===== src/rtl/ka26_pkg.sv =====
// rtl/ka26_pkg.sv - shared constants and FSM state type for the 26-bit Karatsuba split
// KA26_DIGIT2_EN: consume two multiplier bits per MUL step instead of one
package ka26_pkg;

  localparam int N   = 26;
  localparam int H   = 13;
  localparam int PW  = 2*H-1;
  localparam int K_W = 4;

`ifdef KA26_DIGIT2_EN
  localparam int             DIGIT     = 2;
  localparam logic [K_W-1:0] LAST_STEP = 4'd6;
  localparam logic [K_W-1:0] LAST_K    = 4'd12;
`else
  localparam int             DIGIT     = 1;
  localparam logic [K_W-1:0] LAST_STEP = 4'd12;
`endif

  typedef enum logic [1:0] {IDLE, MUL, DONE} state_t;

endpackage


===== src/rtl/gf2_shacc_13bit.sv =====
// rtl/gf2_shacc_13bit.sv - 13x13 carry-less bit-serial shift-XOR accumulator
// KA26_DIGIT2_EN: also folds in bit k+1 each step (bit 12 handled alone)
module gf2_shacc_13bit
  import ka26_pkg::*;
(
  input  logic           clk,
  input  logic           rst_n,
  input  logic           i_load,
  input  logic           i_step,
  input  logic [K_W-1:0] i_k,
  input  logic [H-1:0]   i_a,
  input  logic [H-1:0]   i_b,
  output logic [PW-1:0]  o_acc
);

  logic [H-1:0]  r_a;
  logic [H-1:0]  r_b;
  logic [PW-1:0] r_acc;
  logic [PW-1:0] w_a_ext;
  logic [PW-1:0] w_acc_nxt;

  assign w_a_ext = {{(PW-H){1'b0}}, r_a};

  always_comb begin
    w_acc_nxt = r_acc;
    if (r_b[i_k]) w_acc_nxt = w_acc_nxt ^ (w_a_ext << i_k);
`ifdef KA26_DIGIT2_EN
    if ((i_k < LAST_K) && r_b[i_k + 4'd1]) w_acc_nxt = w_acc_nxt ^ (w_a_ext << (i_k + 4'd1));
`endif
  end

  // o_acc already includes the step being applied this cycle, so the
  // top can capture the finished product on the last step's edge.
  assign o_acc = w_acc_nxt;

  always_ff @(posedge clk or negedge rst_n) begin
    if (!rst_n) begin
      r_a   <= '0;
      r_b   <= '0;
      r_acc <= '0;
    end else if (i_load) begin
      r_a   <= i_a;
      r_b   <= i_b;
      r_acc <= '0;
    end else if (i_step) begin
      r_acc <= w_acc_nxt;
    end
  end

endmodule


===== src/rtl/karatsuba_split_26bit.sv =====
// rtl/karatsuba_split_26bit.sv - sequential GF(2) Karatsuba front-end producing low/mid/high terms
// KA26_DIGIT2_EN: two bits per MUL step (7 steps instead of 13)
module karatsuba_split_26bit
  import ka26_pkg::*;
(
  input  logic          clk,
  input  logic          rst_n,
  input  logic          in_valid,
  output logic          in_ready,
  input  logic [N-1:0]  a_in,
  input  logic [N-1:0]  b_in,
  output logic          out_valid,
  input  logic          out_ready,
  output logic [PW-1:0] p_lo,
  output logic [PW-1:0] p_mid,
  output logic [PW-1:0] p_hi
);

  state_t         r_state;
  state_t         w_state_nxt;
  logic [K_W-1:0] r_step;
  logic [K_W-1:0] w_k;
  logic           r_out_valid;
  logic [PW-1:0]  r_p_lo;
  logic [PW-1:0]  r_p_mid;
  logic [PW-1:0]  r_p_hi;
  logic           w_load;
  logic           w_step;
  logic           w_last;
  logic [PW-1:0]  w_acc_l;
  logic [PW-1:0]  w_acc_h;
  logic [PW-1:0]  w_acc_m;
  logic [H-1:0]   w_a0;
  logic [H-1:0]   w_a1;
  logic [H-1:0]   w_b0;
  logic [H-1:0]   w_b1;

  assign w_a0 = a_in[H-1:0];
  assign w_a1 = a_in[N-1:H];
  assign w_b0 = b_in[H-1:0];
  assign w_b1 = b_in[N-1:H];

  assign w_load = (r_state == IDLE) && in_valid;
  assign w_step = (r_state == MUL);
  assign w_last = w_step && (r_step == LAST_STEP);
  assign w_k    = (DIGIT == 2) ? {r_step[K_W-2:0], 1'b0} : r_step;

  gf2_shacc_13bit u_lo (
    .clk(clk), .rst_n(rst_n), .i_load(w_load), .i_step(w_step), .i_k(w_k),
    .i_a(w_a0), .i_b(w_b0), .o_acc(w_acc_l)
  );

  gf2_shacc_13bit u_hi (
    .clk(clk), .rst_n(rst_n), .i_load(w_load), .i_step(w_step), .i_k(w_k),
    .i_a(w_a1), .i_b(w_b1), .o_acc(w_acc_h)
  );

  gf2_shacc_13bit u_mid (
    .clk(clk), .rst_n(rst_n), .i_load(w_load), .i_step(w_step), .i_k(w_k),
    .i_a(w_a0 ^ w_a1), .i_b(w_b0 ^ w_b1), .o_acc(w_acc_m)
  );

  always_comb begin
    w_state_nxt = r_state;
    case (r_state)
      IDLE:    if (in_valid) w_state_nxt = MUL;
      MUL:     if (w_last) w_state_nxt = DONE;
      DONE:    if (out_ready) w_state_nxt = IDLE;
      default: w_state_nxt = IDLE;
    endcase
  end

  always_ff @(posedge clk or negedge rst_n) begin
    if (!rst_n) begin
      r_state     <= IDLE;
      r_step      <= '0;
      r_out_valid <= 1'b0;
      r_p_lo      <= '0;
      r_p_mid     <= '0;
      r_p_hi      <= '0;
    end else begin
      r_state <= w_state_nxt;
      if (w_load || w_last) r_step <= '0;
      else if (w_step)      r_step <= r_step + 4'd1;
      // Middle correction folds out the low and high terms before hand-off.
      if (w_last) begin
        r_p_lo      <= w_acc_l;
        r_p_hi      <= w_acc_h;
        r_p_mid     <= w_acc_m ^ w_acc_l ^ w_acc_h;
        r_out_valid <= 1'b1;
      end else if ((r_state == DONE) && out_ready) begin
        r_out_valid <= 1'b0;
      end
    end
  end

  assign in_ready  = (r_state == IDLE);
  assign out_valid = r_out_valid;
  assign p_lo      = r_p_lo;
  assign p_mid     = r_p_mid;
  assign p_hi      = r_p_hi;

endmodule


===== config.mk =====
export PLATFORM = sky130hd
export DESIGN_NAME = karatsuba_split_26bit
export DESIGN_NICKNAME = d
export VERILOG_FILES = /design/src/rtl/ka26_pkg.sv /design/src/rtl/gf2_shacc_13bit.sv /design/src/rtl/karatsuba_split_26bit.sv
export SDC_FILE = /design/constraint.sdc
export NUM_CORES = 1
export LEC_CHECK = 0
export CORE_ASPECT_RATIO = 1.75
export CORE_MARGIN = 1
export CORE_UTILIZATION = 35
export DETAILED_ROUTE_END_ITERATION = 8
export HOLD_SLACK_MARGIN = 0.05
export SYNTH_ARGS = -nofsm -noshare
export SYNTH_HDL_FRONTEND = slang
export SYNTH_SLANG_ARGS = --single-unit
export TNS_END_PERCENT = 10

===== constraint.sdc =====
create_clock -name clk -period 3.55 [get_ports clk]
set_input_delay 0.71 -clock clk [delete_from_list [all_inputs] [get_ports clk]]
set_output_delay 0.71 -clock clk [all_outputs]
set_load 0.05 [all_outputs]

==> results of run 1 <==
## power by group
part	switching [mW]	internal (mW)
combinational	6.98	5.33
sequential	1.32	3.89
clock	1.07	1.38
## kinds of logic (layout without fill, tap and decap cells)
group	count (synthesis)	count (layout)	share of synthesized area, %
flops	235	235	43.6
simple gates	495	495	15.9
compound gates	308	308	13.4
mux	110	110	11.8
fa+ha+maj	2	2	0.185
buf+inv	112	256	4.34
xor+xnor	137	137	10.9
## area by class of cell
| type | instances | area (µm²) |
|---|---|---|
| clock buffer | 32 | 659 |
| clock inverter | 9 | 82.6 |
| fill | 3677 | 21500 |
| inverter | 8 | 30.0 |
| multi-input combinational | 1052 | 7060 |
| sequential | 235 | 5890 |
| tap | 480 | 601 |
| timing repair buffer | 207 | 1960 |
## cells in the final DEF (no fill, tap or decap), types with 5 or more instances in the layout
cell                              Yosys  routed
sky130_fd_sc_hd__a211oi_1            10      10
sky130_fd_sc_hd__a21oi_1             50      50
sky130_fd_sc_hd__a22o_1               5       5
sky130_fd_sc_hd__a22oi_1             16      16
sky130_fd_sc_hd__and2_1               9       8
sky130_fd_sc_hd__and3_1               6       6
sky130_fd_sc_hd__buf_12               2       6
sky130_fd_sc_hd__buf_4                7      69
sky130_fd_sc_hd__clkbuf_16            0      23
sky130_fd_sc_hd__clkbuf_8             0       5
sky130_fd_sc_hd__clkdlybuf4s50_1      0     131
sky130_fd_sc_hd__dfrtp_1            235     231
sky130_fd_sc_hd__inv_1                7       7
sky130_fd_sc_hd__mux2_1               5       5
sky130_fd_sc_hd__mux2_2              17      17
sky130_fd_sc_hd__mux2i_1             51      51
sky130_fd_sc_hd__mux4_2              36      36
sky130_fd_sc_hd__nand2_1            294     292
sky130_fd_sc_hd__nand2b_1            11      10
sky130_fd_sc_hd__nand3_1             85      85
sky130_fd_sc_hd__nor2_1              52      52
sky130_fd_sc_hd__nor2b_1              7       7
sky130_fd_sc_hd__nor3_1               9       9
sky130_fd_sc_hd__o211ai_1             7       7
sky130_fd_sc_hd__o21ai_0            149     149
sky130_fd_sc_hd__o21ai_1             24      24
sky130_fd_sc_hd__o22ai_1              5       5
sky130_fd_sc_hd__o31ai_1              7       7
sky130_fd_sc_hd__xnor2_1             81      81
sky130_fd_sc_hd__xnor2_2              5       5
sky130_fd_sc_hd__xnor3_1              9       9
sky130_fd_sc_hd__xor2_1              34      34
sky130_fd_sc_hd__xor3_1               6       6
## flip-flops by register name, indices dropped and copies added (netlist names), 2 cells and up
register / count
u_mid.r_a: 13
p_mid: 25
u_lo.r_b: 13
u_lo.r_a: 13
p_lo: 25
u_mid.r_acc: 25
r_state: 2
u_mid.r_b: 13
r_step: 4
u_hi.r_a: 13
u_hi.r_acc: 25
p_hi: 25
u_hi.r_b: 13
u_lo.r_acc: 25
## how the worst max path moves through the flow
stage,from,endpoint,cells past startpoint
2_1_floorplan,r_step[1],p_mid[13],10
3_3_place_gp,r_step[0],p_mid[15],7
3_5_place_dp,r_step[0],p_mid[10],8
4_1_cts,r_step[0],p_mid[10],8
5_1_grt,r_step[0],p_mid[10],8
6_report,r_step[0],p_mid[10],8
## stage by stage
| stage | hold slack [ns] | std cells | worst slack [ns] |
|---|---|---|---|
| after CTS | 0.207 | 2023 | 0.290 |
| after floorplan | 0.414 | 1399 | 0.931 |
| after detailed placement | 0.463 | 1982 | 0.302 |
| after global routing | 0.243 | 2023 | 0.0249 |
| after global placement | 0.458 | 1982 | 0.363 |
| final | 0.188 | 2023 | 0.264 |
## per-layer routing
metal  share of wire [%]  global-route usage, %
met1                  40                   26.3
met2                  51                   39.4
met3                 3.1                   1.81
met4                 6.3                   13.6
met5                   0                      0
## critical path, cell delays in order (launching register included)
cell and delay, ns:
sky130_fd_sc_hd__dfrtp_2 0.60, sky130_fd_sc_hd__nor2b_1 0.29, sky130_fd_sc_hd__a22o_1 0.34, sky130_fd_sc_hd__nor3_1 0.77, sky130_fd_sc_hd__o21ai_0 0.24, sky130_fd_sc_hd__buf_4 0.19
sky130_fd_sc_hd__xor2_1 0.27, sky130_fd_sc_hd__xor3_1 0.38, sky130_fd_sc_hd__o21ai_1 0.12
==> metrics.txt, run 1 <==
# TYPE chip_impl_metric gauge
chip_impl_metric{name="grt_first_pass_wirelength",unit="µm"} 66200
chip_impl_info{name="timing_worst_setup_path_type",value="flop to flop"} 1
chip_impl_metric{name="finalWeightedCongestion",unit=""} 0.952
chip_impl_metric{name="timing.final.max_slew_violations",unit=""} 0
chip_impl_metric{name="die_area",unit="µm²"} 39400
chip_impl_metric{name="clkLatencyLatePin",unit="ns"} 0.54
chip_impl_metric{name="synth_seq_cells",unit=""} 235
chip_impl_info{name="synth_largest_area_cell",value="sky130_fd_sc_hd__dfrtp_1"} 1
chip_impl_metric{name="cts_hold_repair.buffers",unit=""} 0
chip_impl_metric{name="ctsResizeCount",unit=""} 0
chip_impl_metric{name="timing.critical_path.required",unit="ns"} 4.02
chip_impl_info{name="reg2reg_from",value="r_step[0]"} 1
chip_impl_metric{name="layout.cell_area.non_filler",unit="µm²"} 16300
chip_impl_info{name="synth_most_common_cell",value="sky130_fd_sc_hd__nand2_1"} 1
chip_impl_metric{name="synth_top_area_share",unit="%"} 43.6
chip_impl_info{name="ys_top_cells_by_area",value="sky130_fd_sc_hd__dfrtp_1 44%, sky130_fd_sc_hd__nand2_1 8.2%, sky130_fd_sc_hd__mux4_2 6.0%, sky130_fd_sc_hd__o21ai_0 5.5%, sky130_fd_sc_hd__xnor2_1 5.3%"} 1
chip_impl_metric{name="grt-ovfl-total",unit=""} 0
chip_impl_metric{name="postLayoutCoreUtil",unit="%"} 43.1
chip_impl_metric{name="synthesis.area_per_instance",unit="µm²"} 9.65
chip_impl_metric{name="firstDrtPassIters",unit=""} 5
chip_impl_metric{name="share_of_the_cycle_needed_by_the_critical_path_after_routing",unit="%"} 92.6
chip_impl_metric{name="power_leakage",unit="nW"} 6.88
chip_impl_info{name="cp-end-kind",value="flop"} 1
chip_impl_info{name="synthTopCellsByCount",value="294 x sky130_fd_sc_hd__nand2_1, 235 x sky130_fd_sc_hd__dfrtp_1, 149 x sky130_fd_sc_hd__o21ai_0, 85 x sky130_fd_sc_hd__nand3_1, 81 x sky130_fd_sc_hd__xnor2_1"} 1
chip_impl_metric{name="post_synth_net_total",unit=""} 1457
chip_impl_metric{name="finalWirelength",unit="µm"} 42800
chip_impl_metric{name="postSynth.asyncResetShare",unit="%"} 100
chip_impl_metric{name="portion_of_the_post_synthesis_area_used_by_sequential_elements",unit="%"} 43.6
chip_impl_info{name="tritoncts",value="built"} 1
chip_impl_metric{name="power_density_over_the_cells",unit="nW/µm²"} 1230
chip_impl_metric{name="initial_utilization",unit="%"} 35.8
chip_impl_metric{name="cts.htree.levels",unit=""} 1
chip_impl_metric{name="drt.antenna.violating_nets",unit=""} 0
chip_impl_metric{name="tritoncts.num_buffers",unit=""} 23
chip_impl_metric{name="numClockSinks",unit=""} 235
chip_impl_metric{name="syn_area",unit="µm²"} 13500
chip_impl_metric{name="synth_cell_types",unit=""} 67
chip_impl_metric{name="routedWlPerCell",unit="µm"} 21.1
chip_impl_metric{name="max_ir_drop_vdd",unit="mV"} 0.456
chip_impl_info{name="r2r-end",value="p_mid[10]"} 1
chip_impl_metric{name="buffers_inserted_by_post_cts_timing_repair",unit=""} 0
chip_impl_metric{name="final_report_hold_violation_count",unit=""} 0
chip_impl_metric{name="tns",unit="ns"} 0
chip_impl_metric{name="setup_violations",unit=""} 0
chip_impl_metric{name="groute.usage.overall",unit="%"} 22.4
chip_impl_metric{name="initial_antenna_violation_count",unit=""} 0
chip_impl_metric{name="grt_max_degree",unit=""} 107
chip_impl_info{name="rsz0062_at_grt",value="no"} 1
chip_impl_metric{name="first_drt_iteration_drcs",unit=""} 609
chip_impl_metric{name="first_global_vias",unit=""} 11100
chip_impl_metric{name="crit_arrival",unit="ns"} 3.75
chip_impl_metric{name="core-area",unit="µm²"} 37800
chip_impl_metric{name="flow.area_growth_from_synthesis",unit="%"} 20.6
chip_impl_metric{name="synth_edf_count",unit=""} 0
chip_impl_metric{name="clock_period_minus_worst_slack",unit="ns"} 3.29
chip_impl_metric{name="chip_height",unit="µm"} 262
chip_impl_metric{name="drive_above_1_share",unit="%"} 12.4
chip_impl_metric{name="timing.max_cap.violations",unit=""} 0
chip_impl_metric{name="drc_errors",unit=""} 0
chip_impl_metric{name="design.portCount",unit=""} 133
chip_impl_metric{name="ff2ff_setup_slack",unit="ns"} 0.26
chip_impl_metric{name="placedInstanceArea",unit="µm²"} 15500
chip_impl_info{name="crit_path_start_kind",value="flop"} 1
chip_impl_metric{name="clock_tree.buffer_depth",unit=""} 3
chip_impl_metric{name="achievable-frequency",unit="GHz"} 0.304
chip_impl_metric{name="slew-limit-headroom",unit="%"} 34.3
chip_impl_metric{name="number_of_warnings_issued_by_yosys",unit=""} 0
chip_impl_metric{name="placement_rows",unit=""} 94
chip_impl_metric{name="rr_worst_depth",unit=""} 8
chip_impl_metric{name="syn_inst",unit=""} 1399
chip_impl_metric{name="floorplan.die.width",unit="µm"} 150
chip_impl_info{name="clk_root_buffer_cell",value="sky130_fd_sc_hd__clkbuf_16"} 1
chip_impl_metric{name="detailroute.via_count",unit=""} 10900
chip_impl_metric{name="crit_fanout",unit=""} 25
chip_impl_metric{name="timing.clock.skew",unit="ns"} 0.0183
chip_impl_metric{name="detail_route.vias_per_cell",unit=""} 5.36
chip_impl_metric{name="tightestPinTransition",unit="ns"} 0.960
chip_impl_metric{name="final_net_count",unit=""} 1585
chip_impl_info{name="worstHoldPathType",value="input port to async pin"} 1
chip_impl_metric{name="totalPowerFinal",unit="mW"} 20.0
chip_impl_metric{name="cts.reportedPaths.clkPinSlew",unit="ns"} 0.07
chip_impl_info{name="run_status",value="complete, no violations"} 1
chip_impl_metric{name="place_hpwl",unit="µm"} 32700
chip_impl_metric{name="diodes",unit=""} 0
chip_impl_metric{name="port_buffers",unit=""} 132
chip_impl_info{name="top_flip_flop_cell_by_instance_count_after_synthesis",value="sky130_fd_sc_hd__dfrtp_1"} 1
Note: power is estimated with default switching activity, not from simulation.
==> run 2, diff against run 1 <==
PLACE_DENSITY_LB_ADDON = 0.1   (was default)
==> run 2 against run 1 <==
Compared with the run above:
- clock skew shrank 0.0026 ns
- total power rose by 0.89%
- clock power up 7%
- first-iteration DRC count fell by 7.2%
- non-clock buffer count down 9
- design area rose by 0.27%
- cell count decreased by 0.25%
- critical path type unchanged
- largest power group unchanged
- highest routed layer unchanged
==> metrics.txt, run 2 (synthesized netlist as in run 1, its figures left out) <==
# TYPE chip_impl_metric gauge
chip_impl_info{name="cp-end-kind",value="flop"} 1
chip_impl_metric{name="routedWlPerCell",unit="µm"} 21.8
chip_impl_info{name="mostFrequentLayoutCells",value="292 x sky130_fd_sc_hd__nand2_1, 231 x sky130_fd_sc_hd__dfrtp_1, 149 x sky130_fd_sc_hd__o21ai_0, 131 x sky130_fd_sc_hd__clkdlybuf4s50_1, 85 x sky130_fd_sc_hd__nand3_1"} 1
chip_impl_metric{name="power_density_over_the_cells",unit="nW/µm²"} 1230
chip_impl_metric{name="grt_max_degree",unit=""} 107
chip_impl_info{name="tritoncts",value="built"} 1
chip_impl_metric{name="diodes",unit=""} 0
chip_impl_metric{name="drc_errors",unit=""} 0
chip_impl_metric{name="achievable-frequency",unit="GHz"} 0.309
chip_impl_metric{name="detailedPlace.worstSlack",unit="ns"} 0.111
chip_impl_metric{name="max_ir_drop_vdd",unit="mV"} 0.475
chip_impl_metric{name="drive_above_1_share",unit="%"} 12.0
chip_impl_metric{name="place_hpwl",unit="µm"} 33400
chip_impl_metric{name="initial_utilization",unit="%"} 35.8
chip_impl_metric{name="flow.area_growth_from_synthesis",unit="%"} 20.9
chip_impl_metric{name="floorplan.die.width",unit="µm"} 150
chip_impl_metric{name="grt_first_pass_wirelength",unit="µm"} 68100
chip_impl_metric{name="tritoncts.num_buffers",unit=""} 25
chip_impl_metric{name="clock_period_minus_worst_slack",unit="ns"} 3.24
chip_impl_metric{name="cts.reportedPaths.clkPinSlew",unit="ns"} 0.07
chip_impl_metric{name="totalPowerFinal",unit="mW"} 20.2
chip_impl_info{name="clk_root_buffer_cell",value="sky130_fd_sc_hd__clkbuf_16"} 1
chip_impl_info{name="worstHoldPathType",value="input port to async pin"} 1
chip_impl_metric{name="detailroute.via_count",unit=""} 10700
chip_impl_metric{name="finalWirelength",unit="µm"} 44000
chip_impl_metric{name="crit_arrival",unit="ns"} 3.71
chip_impl_metric{name="clock_tree.buffer_depth",unit=""} 3
chip_impl_metric{name="firstDrtPassIters",unit=""} 5
chip_impl_info{name="run_status",value="complete, no violations"} 1
chip_impl_metric{name="grt-ovfl-total",unit=""} 0
chip_impl_metric{name="chip_height",unit="µm"} 262
chip_impl_metric{name="drt.antenna.violating_nets",unit=""} 0
chip_impl_metric{name="final_net_count",unit=""} 1578
chip_impl_metric{name="tightestPinTransition",unit="ns"} 0.883
chip_impl_metric{name="setup_violations",unit=""} 0
chip_impl_metric{name="port_buffers",unit=""} 132
chip_impl_metric{name="first_global_vias",unit=""} 10800
chip_impl_metric{name="groute.usage.overall",unit="%"} 23.2
chip_impl_metric{name="finalHoldWorstSlack",unit="ns"} 0.205
chip_impl_info{name="crit_path_start_kind",value="flop"} 1
chip_impl_info{name="timing_worst_setup_path_type",value="flop to flop"} 1
chip_impl_metric{name="timing.clock.skew",unit="ns"} 0.0157
chip_impl_metric{name="postLayoutCoreUtil",unit="%"} 43.3
chip_impl_metric{name="finalWeightedCongestion",unit=""} 0.919
chip_impl_metric{name="cts.htree.levels",unit=""} 1
chip_impl_metric{name="design.portCount",unit=""} 133
chip_impl_metric{name="initial_antenna_violation_count",unit=""} 0
chip_impl_metric{name="final_report_hold_violation_count",unit=""} 0
chip_impl_metric{name="place.detailed.instances",unit=""} 1973
chip_impl_metric{name="timing.critical_path.required",unit="ns"} 4.02
chip_impl_metric{name="fin_ws",unit="ns"} 0.310
chip_impl_info{name="layout_commonest_cell",value="sky130_fd_sc_hd__nand2_1"} 1
chip_impl_metric{name="slew-limit-headroom",unit="%"} 40.8
chip_impl_metric{name="numClockSinks",unit=""} 235
chip_impl_metric{name="cts_hold_repair.buffers",unit=""} 0
chip_impl_info{name="r2r-end",value="p_mid[14]"} 1
chip_impl_metric{name="placement_rows",unit=""} 94
chip_impl_metric{name="layout.cells.non_filler",unit=""} 2018
chip_impl_metric{name="crit_fanout",unit=""} 63
chip_impl_metric{name="rr_worst_depth",unit=""} 8
chip_impl_metric{name="clkLatencyLatePin",unit="ns"} 0.55
chip_impl_metric{name="layout.cell_area.non_filler",unit="µm²"} 16300
chip_impl_metric{name="placedInstanceArea",unit="µm²"} 15500
chip_impl_info{name="reg2reg_from",value="r_step[1]"} 1
chip_impl_metric{name="timing.final.max_slew_violations",unit=""} 0
chip_impl_metric{name="first_drt_iteration_drcs",unit=""} 565
chip_impl_metric{name="timing.max_cap.violations",unit=""} 0
chip_impl_info{name="rsz0062_at_grt",value="no"} 1
chip_impl_metric{name="power_leakage",unit="nW"} 6.90
chip_impl_metric{name="tns",unit="ns"} 0
chip_impl_metric{name="ff2ff_setup_slack",unit="ns"} 0.31
chip_impl_metric{name="core-area",unit="µm²"} 37800
chip_impl_metric{name="share_of_the_cycle_needed_by_the_critical_path_after_routing",unit="%"} 91.3
chip_impl_metric{name="die_area",unit="µm²"} 39400
chip_impl_metric{name="detail_route.vias_per_cell",unit=""} 5.32
==> run 2: metal layers <==
layer  part of all wire, %  up-vias  track usage (%)
met5                     0        -                0
met4                   4.5        0             10.4
met3                   3.6       83             2.34
met2                    52      285             40.7
met1                    40     5245             28.5
li1                      -     5121                -
==> run 2: area by class of cell <==
| cell class | count | area (µm²) |
|---|---|---|
| Fill cell | 3721 | 21400 |
| Multi-Input combinational cell | 1052 | 7070 |
| Clock inverter | 10 | 118 |
| Inverter | 8 | 30.0 |
| Timing Repair Buffer | 198 | 1930 |
| Clock buffer | 35 | 693 |
| Sequential cell | 235 | 5890 |
| Tap cell | 480 | 601 |
==> run 2: what timing repair did <==
item	CTS	global route
resized for setup	0	1
endpoints found under the hold margin	0	0
endpoints found under the setup margin	0	3
buffers inserted	0	0
==> run 2: power breakdown <==
part           internal, mW  total [mW]  switching [mW]
Sequential             3.89        5.21            1.32
Clock                  1.51        2.63            1.12
Combinational          5.30        12.3            7.01
==> run 2: worst max-delay path by stage <==
stage                     end  depth (start not counted)      start
finish              p_mid[14]                          8  r_step[1]
global route         p_mid[9]                          8  r_step[0]
CTS                 p_mid[15]                          7  r_step[2]
detailed placement  p_mid[15]                          7  r_step[2]
global placement    p_mid[18]                          7  r_step[2]
floorplan           p_mid[13]                         10  r_step[1]
==> run 2: critical path, cell delays in order, from the launching register on <==
cell and delay (ns):
sky130_fd_sc_hd__dfrtp_4 0.60, sky130_fd_sc_hd__buf_12 0.33, sky130_fd_sc_hd__mux2_2 0.39, sky130_fd_sc_hd__a22oi_1 0.57, sky130_fd_sc_hd__o211ai_1 0.22, sky130_fd_sc_hd__o21ai_1 0.19
sky130_fd_sc_hd__xor2_1 0.24, sky130_fd_sc_hd__xnor3_1 0.42, sky130_fd_sc_hd__o21ai_1 0.12
==> run 3, diff against run 2 <==
DONT_BUFFER_PORTS = 1   (was default)
SKIP_CTS_REPAIR_TIMING = 1   (was default)
==> run 3 against run 2 <==
Compared with the run above:
- the flow now finishes with violations (hold timing)
- design area fell by 8.2%
- critical path depth rose by 1
- sequential share of layout area rose by 3.2 points
- hold slack got worse by 0.34 ns
==> metrics.txt, run 3 (synthesized netlist as in run 1, its figures left out) <==
# TYPE chip_impl_metric gauge
chip_impl_info{name="grt_most_used_layer",value="met2"} 1
chip_impl_info{name="worstHoldPathType",value="input port to async pin"} 1
chip_impl_metric{name="floorplan.die.width",unit="µm"} 150
chip_impl_metric{name="timing.critical_path.required",unit="ns"} 3.99
chip_impl_metric{name="port_buffers",unit=""} 0
chip_impl_metric{name="timing.clock.skew",unit="ns"} 0.0166
chip_impl_metric{name="chip_height",unit="µm"} 262
chip_impl_info{name="cp-end-kind",value="flop"} 1
chip_impl_metric{name="share_of_the_cycle_needed_by_the_critical_path_after_routing",unit="%"} 95.2
chip_impl_metric{name="first_drt_iteration_drcs",unit=""} 582
chip_impl_metric{name="cts.htree.levels",unit=""} 1
chip_impl_metric{name="final_net_count",unit=""} 1444
chip_impl_metric{name="tightestPinTransition",unit="ns"} 1.12
chip_impl_info{name="violations",value="hold timing"} 1
chip_impl_info{name="layout_commonest_cell",value="sky130_fd_sc_hd__nand2_1"} 1
chip_impl_info{name="worst_path_max_delay_cell",value="sky130_fd_sc_hd__a2111oi_0"} 1
chip_impl_info{name="path_cells",value="buf_12 -> buf_4 -> or3_1 -> a2111oi_0 -> buf_4 -> xnor2_1 -> xnor2_1 -> xnor2_1 -> o21ai_1"} 1
chip_impl_metric{name="routedWlPerCell",unit="µm"} 23.3
chip_impl_info{name="tritoncts",value="built"} 1
chip_impl_metric{name="cts.reportedPaths.clkPinSlew",unit="ns"} 0.06
chip_impl_metric{name="tns",unit="ns"} 0
chip_impl_metric{name="timing.max_cap.violations",unit=""} 0
chip_impl_metric{name="first_global_vias",unit=""} 10200
chip_impl_metric{name="crit_fanout",unit=""} 52
chip_impl_info{name="rsz0062_at_grt",value="no"} 1
chip_impl_metric{name="core-area",unit="µm²"} 37800
chip_impl_metric{name="initial_antenna_violation_count",unit=""} 0
chip_impl_metric{name="place_hpwl",unit="µm"} 32600
chip_impl_metric{name="firstDrtPassIters",unit=""} 5
chip_impl_info{name="reg2reg_from",value="r_step[1]"} 1
chip_impl_metric{name="grt-ovfl-total",unit=""} 0
chip_impl_metric{name="met3_usage",unit="%"} 3.11
chip_impl_metric{name="detail_route.vias_per_cell",unit=""} 5.45
chip_impl_metric{name="finalHoldWorstSlack",unit="ns"} -0.131
chip_impl_metric{name="drt.antenna.violating_nets",unit=""} 0
chip_impl_metric{name="finalWeightedCongestion",unit=""} 0.916
chip_impl_metric{name="detailroute.via_count",unit=""} 10300
chip_impl_metric{name="rr_worst_depth",unit=""} 9
chip_impl_info{name="critical_path.most_common_cell",value="sky130_fd_sc_hd__xnor2_1"} 1
chip_impl_metric{name="grt_max_degree",unit=""} 236
chip_impl_info{name="clk_root_buffer_cell",value="sky130_fd_sc_hd__clkbuf_16"} 1
chip_impl_metric{name="ff2ff_setup_slack",unit="ns"} 0.17
chip_impl_metric{name="crit_arrival",unit="ns"} 3.82
chip_impl_metric{name="finalWirelength",unit="µm"} 44000
chip_impl_metric{name="slew-limit-headroom",unit="%"} 23.5
chip_impl_metric{name="diodes",unit=""} 0
chip_impl_metric{name="groute.usage.overall",unit="%"} 22.7
chip_impl_metric{name="placement_rows",unit=""} 94
chip_impl_metric{name="use_met1",unit="%"} 27.4
chip_impl_metric{name="die_area",unit="µm²"} 39400
chip_impl_metric{name="achievable-frequency",unit="GHz"} 0.296
chip_impl_metric{name="tritoncts.num_buffers",unit=""} 25
chip_impl_info{name="mostFrequentLayoutCells",value="292 x sky130_fd_sc_hd__nand2_1, 231 x sky130_fd_sc_hd__dfrtp_1, 149 x sky130_fd_sc_hd__o21ai_0, 85 x sky130_fd_sc_hd__nand3_1, 81 x sky130_fd_sc_hd__xnor2_1"} 1
chip_impl_metric{name="drive_above_1_share",unit="%"} 13.0
chip_impl_info{name="timing_worst_setup_path_type",value="flop to flop"} 1
chip_impl_metric{name="grt_use_met2",unit="%"} 39.0
chip_impl_metric{name="final_report_hold_violation_count",unit=""} 75
chip_impl_metric{name="initial_utilization",unit="%"} 35.8
chip_impl_info{name="crit_path_start_kind",value="flop"} 1
chip_impl_metric{name="clock_period_minus_worst_slack",unit="ns"} 3.38
chip_impl_info{name="run_status",value="finished, violations left"} 1
chip_impl_metric{name="design.portCount",unit=""} 133
chip_impl_metric{name="setup_violations",unit=""} 0
chip_impl_metric{name="slowest_delay",unit="ns"} 0.97
chip_impl_metric{name="clock_tree.buffer_depth",unit=""} 3
chip_impl_metric{name="grt_first_pass_wirelength",unit="µm"} 66400
chip_impl_metric{name="timing.final.max_slew_violations",unit=""} 0
chip_impl_metric{name="drc_errors",unit=""} 0
chip_impl_metric{name="flow.area_growth_from_synthesis",unit="%"} 11.1
chip_impl_metric{name="clkLatencyLatePin",unit="ns"} 0.55
chip_impl_metric{name="numClockSinks",unit=""} 235
chip_impl_info{name="r2r-end",value="p_mid[5]"} 1
-- run 3: final cells by class --
type / count / area, µm²
Fill cell: 3780 / 22800
Inverter: 8 / 30.0
Sequential cell: 235 / 5890
Clock inverter: 9 / 109
Multi-Input combinational cell: 1052 / 7060
Tap cell: 480 / 601
Clock buffer: 36 / 717
Timing Repair Buffer: 64 / 593
-- run 3: metal layers --
metal / share of wire, % / routed length [µm]
met2: 50 / 21900
met4: 5.8 / 2540
met5: 0 / 0
met1: 40 / 17500
met3: 4.6 / 2010
-- run 3: worst max-delay path, delay by kind of cell (launching register included) --
kind,cells,cell delay [ns]
AOI/OAI and AO/OA,2,1.04
xor gates and xnor gates,3,0.48
DFF,1,0.60
and+or+nand+nor,1,0.44
buffers and inverters,3,0.71
-- run 3: metrics by stage --
stage,cell area (µm²),util [%],std cells,setup WS (ns)
floorplan,13500,-,1399,0.931
global placement,14200,37.5,1839,0.323
detailed placement,14200,37.5,1839,0.297
CTS,15000,39.7,1884,0.282
global route,15000,39.7,1884,0.149
finish,15000,39.7,1884,0.170
-- run 3: worst max path at each step --
stage / cells after the start / end / startpoint / slack, ns
floorplan: 10 / p_mid[13] / r_step[1] / 0.93
global placement: 9 / p_mid[5] / r_step[1] / 0.32
detailed placement: 9 / p_mid[5] / r_step[1] / 0.30
CTS: 9 / p_mid[5] / r_step[1] / 0.28
global route: 8 / p_mid[13] / r_step[2] / 0.15
finish: 9 / p_mid[5] / r_step[1] / 0.17
Power of run 3 is left out: the tool's default activity adds up to more than one toggle a clock period on the data nets, which glitch-free logic cannot reach.
